**config.mk**
```make
export PLATFORM = sky130hd
export DESIGN_NAME = four_bit_parallel_adder
export DESIGN_NICKNAME = d
export VERILOG_FILES = /design/src/rtl/four_bit_parallel_adder.sv
export SDC_FILE = /design/constraint.sdc
export NUM_CORES = 1
export LEC_CHECK = 0
export CAP_MARGIN = 30
export CORE_AREA = 2 2 39 41
export DETAILED_ROUTE_END_ITERATION = 10
export DIE_AREA = 0 0 41 43
export GPL_ROUTABILITY_DRIVEN = 0
export RECOVER_POWER = 50
export SKIP_CTS_REPAIR_TIMING = 1
export SLEW_MARGIN = 20
export SYNTH_ARGS = -nofsm -noshare
export SYNTH_HDL_FRONTEND = slang
export SYNTH_SLANG_ARGS = --single-unit
```
**constraint.sdc**
```tcl
create_clock -name clk -period 1.9 [get_ports clk]
set_input_delay 0.285 -clock clk [delete_from_list [all_inputs] [get_ports clk]]
set_output_delay 0.285 -clock clk [all_outputs]
set_load 0.02 [all_outputs]
```
**src/rtl/four_bit_parallel_adder.sv**
```systemverilog
// ---------------------------------------------------------------------------
// four_bit_parallel_adder
//
// Registered ripple-carry adder: {carry, sum} = A + B + carry_in, with a
// signed-overflow flag. The combinational core is a chain of WIDTH one-bit
// full adders. Its result is captured in output registers on the rising edge
// where in_valid is high, so the latency is one clock. A new operand set may
// be presented every cycle. There is no backpressure.
//
// Ports
//   clk        in   1      single clock, rising-edge
//   rst        in   1      synchronous, active-high reset
//   in_valid   in   1      A/B/carry_in carry a new operand set this cycle
//   A          in   WIDTH  addend (unsigned; also read as two's complement)
//   B          in   WIDTH  addend
//   carry_in   in   1      carry into bit 0
//   sum        out  WIDTH  registered low WIDTH bits of A+B+carry_in
//   carry      out  1      registered carry out of the MSB
//   overflow   out  1      registered signed overflow (carry into MSB ^ carry out)
//   out_valid  out  1      sum/carry/overflow were updated on the last edge
// ---------------------------------------------------------------------------
module four_bit_parallel_adder #(
    parameter int WIDTH = 4
) (
    input  logic             clk,
    input  logic             rst,
    input  logic             in_valid,
    input  logic [WIDTH-1:0] A,
    input  logic [WIDTH-1:0] B,
    input  logic             carry_in,
    output logic [WIDTH-1:0] sum,
    output logic             carry,
    output logic             overflow,
    output logic             out_valid
);

    // Ripple chain: c[i] is the carry into bit i, and c[WIDTH] is the carry out.
    logic [WIDTH:0]   c;
    logic [WIDTH-1:0] s;

    logic [WIDTH-1:0] sum_d,       sum_q;
    logic             carry_d,     carry_q;
    logic             overflow_d,  overflow_q;
    logic             out_valid_d, out_valid_q;

    always_comb begin
        c    = '0;
        s    = '0;
        c[0] = carry_in;
        for (int i = 0; i < WIDTH; i++) begin
            s[i]   = A[i] ^ B[i] ^ c[i];
            c[i+1] = (A[i] & B[i]) | (c[i] & (A[i] ^ B[i]));
        end
    end

    // Result registers hold their value when no new operands arrive.
    // out_valid is a one-cycle pulse per accepted operand set.
    always_comb begin
        sum_d       = sum_q;
        carry_d     = carry_q;
        overflow_d  = overflow_q;
        out_valid_d = in_valid;
        if (in_valid) begin
            sum_d      = s;
            carry_d    = c[WIDTH];
            overflow_d = c[WIDTH] ^ c[WIDTH-1];
        end
    end

    // ---- stage boundary: operands -> registered result ----
    always_ff @(posedge clk) begin
        if (rst) begin
            sum_q       <= '0;
            carry_q     <= 1'b0;
            overflow_q  <= 1'b0;
            out_valid_q <= 1'b0;
        end else begin
            sum_q       <= sum_d;
            carry_q     <= carry_d;
            overflow_q  <= overflow_d;
            out_valid_q <= out_valid_d;
        end
    end

    assign sum       = sum_q;
    assign carry     = carry_q;
    assign overflow  = overflow_q;
    assign out_valid = out_valid_q;

endmodule

```
==> results.py <==
metrics = {
    "floorplanning": {
        "rows": 14,
        "die_area_um2": 1760,
        "die_h_um": 43,
        "die_w_um": 41,
        "fp.coreArea_um2": 1380,
        "num_io_pins": 19,
        "initial_core_util_pct": 25.8,
    },
    "logic_synthesis": {
        "synth_seq_area_share_pct": 39.3,
        "synth_top_area_share_pct": 39.3,
        "synth_area_leader_cell": "dfxtp_1",
        "syn_avg_cell_area_um2": 10.8,
        "syn-num-nets": 49,
        "ys_types": 11,
        "synth-seq-cells": 7,
        "synth_area_um2": 357,
        "yosys-top-cells-area": "dfxtp_1 39%, fa_1 22%, inv_1 7.4%",
        "ys_warn_count": 0,
        "postSynthCellCount": 33,
    },
    "drt": {
        "first_pass_iters": 2,
        "drt_iter0_markers": 2,
        "vias_per_cell": 4.15,
        "postRouteAntennaNets": 0,
        "vias": 295,
        "drc": 0,
        "wirelength_um": 686,
        "avgRoutedWirePerCell_um": 9.66,
    },
    "critical_path": {
        "critPathCaptureType": "flip-flop",
        "worstPathArrival_ps": 2140,
        "critPathLaunchType": "input pin",
        "crit_fanout": 2,
        "critPathKind": "input pin to flip-flop",
        "required_ps": 2080,
    },
    "pwr": {
        "ir_drop_v": 0.000260,
        "intPower_uw": 309,
        "power_switching_uw": 122,
        "power_frac_seq_pct": 38.6,
        "p_leak_uw": 0.000294,
        "pwr-share-clk_pct": 31.3,
        "p_comb_share_pct": 30.1,
        "power_uw": 431,
        "switching_share_pct": 28.3,
        "power_density_nw_per_um2": 709,
    },
    "final_layout": {
        "layout-drive-gt1-share_pct": 32.7,
        "area_growth_pct": 70.5,
        "layout_common_cells": "12 x clkdlybuf4s50_1, 7 x dfxtp_1, 5 x inv_2, 5 x nor2_1",
        "antennaDiodeCount": 0,
        "layout_commonest_cell": "clkdlybuf4s50_1",
        "fin_util_pct": 43.9,
        "nets": 72,
    },
    "run_status": {
        "violations": "negative setup slack",
        "status": "finished, violations left",
    },
    "clock_network": {
        "path_clk_slew_ps": 50,
        "htreeDepth": 1,
        "cts_buffers": 3,
        "clock_path_buffers": 2,
        "clock-sinks": 7,
        "cts_root_buf": "clkbuf_4",
        "insertion_delay_ps": 250,
        "cts_tree": "built",
    },
    "timing": {
        "setup_viol": 1,
        "relSlewSlack_pct": 72.1,
        "tightest_slew_ps": 417,
        "fmax_mhz": 510,
        "finalHoldViolCount": 0,
        "rsz0062_at_grt": "yes",
        "finClkSkew_ps": 0,
        "finalCritPeriodShare_pct": 103,
        "setup_slack_ps": -60.3,
        "fin_crit_ps": 1960,
        "final_max_slew_viol_count": 0,
    },
    "global_route": {
        "antenna_found_initial": 0,
        "grt_usage_pct": 8.91,
        "grt_pass1_wl_mm": 1.02,
        "grt-ovfl-total": 0,
        "grt_max_degree": 11,
        "grt_pass1_vias": 247,
    },
    "hold_path": {
        "min_path_type": "flip-flop to flip-flop",
    },
    "job": {
        "cap_violations": 0,
    },
    "placed_design": {
        "io_buffers": 18,
        "dp_hpwl_um": 516,
    },
}
## registers in the layout, summed over array words and instances, names as in the netlist
name,cells
out_valid,1
overflow,1
sum,4
carry,1
## kinds of logic (layout without fill, tap and decap cells)
logic type               Yosys count  in the layout  synth area share [%]
AND/OR/NAND/NOR                    7              7                  11.2
flip-flops                         7              7                  39.3
XOR/XNOR                           1              1                  2.46
buffers and inverters              8             30                  10.5
AO/OA/AOI/OAI                      4              4                  8.42
adder cells (fa/ha/maj)            4              4                  22.5
multiplexers                       2              2                  5.61
## worst max-delay path, cell delays in order
cell,delay (ps)
dlymetal6s2s_1,140
fa_2,350
inv_2,60
fa_2,180
inv_2,40
fa_2,360
inv_2,70
fa_2,450
a211oi_2,210
## Yosys cell counts (all sizes together)
master and count:
dfxtp 7, inv 7, nor2 5, fa 4, a211oi 3, mux2i 2
a21o 1, buf 1, nor2b 1, nor3b 1, xnor2 1
## layer usage
metal  global-route usage [%]  vias up  share of wire, %  wire (µm)
met5                        0        -                 0          0
li1                         -      145                 -          -
met4                     8.00        0               3.4         23
met1                     11.9      136                41        283
met3                     1.57        4               5.8         40
met2                     11.6       10                49        339
## final cells by class
class	instances	area, µm²
fill	132	776
multi-input combinational	18	201
clock inverter	1	5.00
sequential	7	140
clock buffer	3	22.5
timing repair buffer	19	193
inverter	7	26.3
tap	16	20.0
## through the flow
step	TNS [ps]	cell area, µm²	setup slack, ps	cells	hold WS (ps)
final	-60.3	608	-60.3	71	477
after global routing	-116	608	-116	71	507
after CTS	-973	583	-396	71	477
after detailed placement	-1980	556	-639	67	469
after global placement	-1950	556	-616	67	470
after floorplan	-95.9	359	-95.9	33	353
## power groups by stage
stage	sequential [µW]	clock (µW)	combinational, µW
2_1_floorplan	186	0	43.4
3_3_place_gp	169	0	121
3_5_place_dp	169	0	122
4_1_cts	167	141	122
5_1_grt	168	154	142
6_report	167	135	130
## path summary, 6_finish.rpt
kind                            startpoint        to  slack (ps)  cells past startpoint
worst max register to register    overflow  overflow        1190                      2
worst min-delay path                sum[1]    sum[1]         480                      2
worst min register to register      sum[1]    sum[1]         480                      2
worst max-delay path              carry_in    sum[3]         -60                      9
No activity file was read; power rests on OpenSTA's default activity.
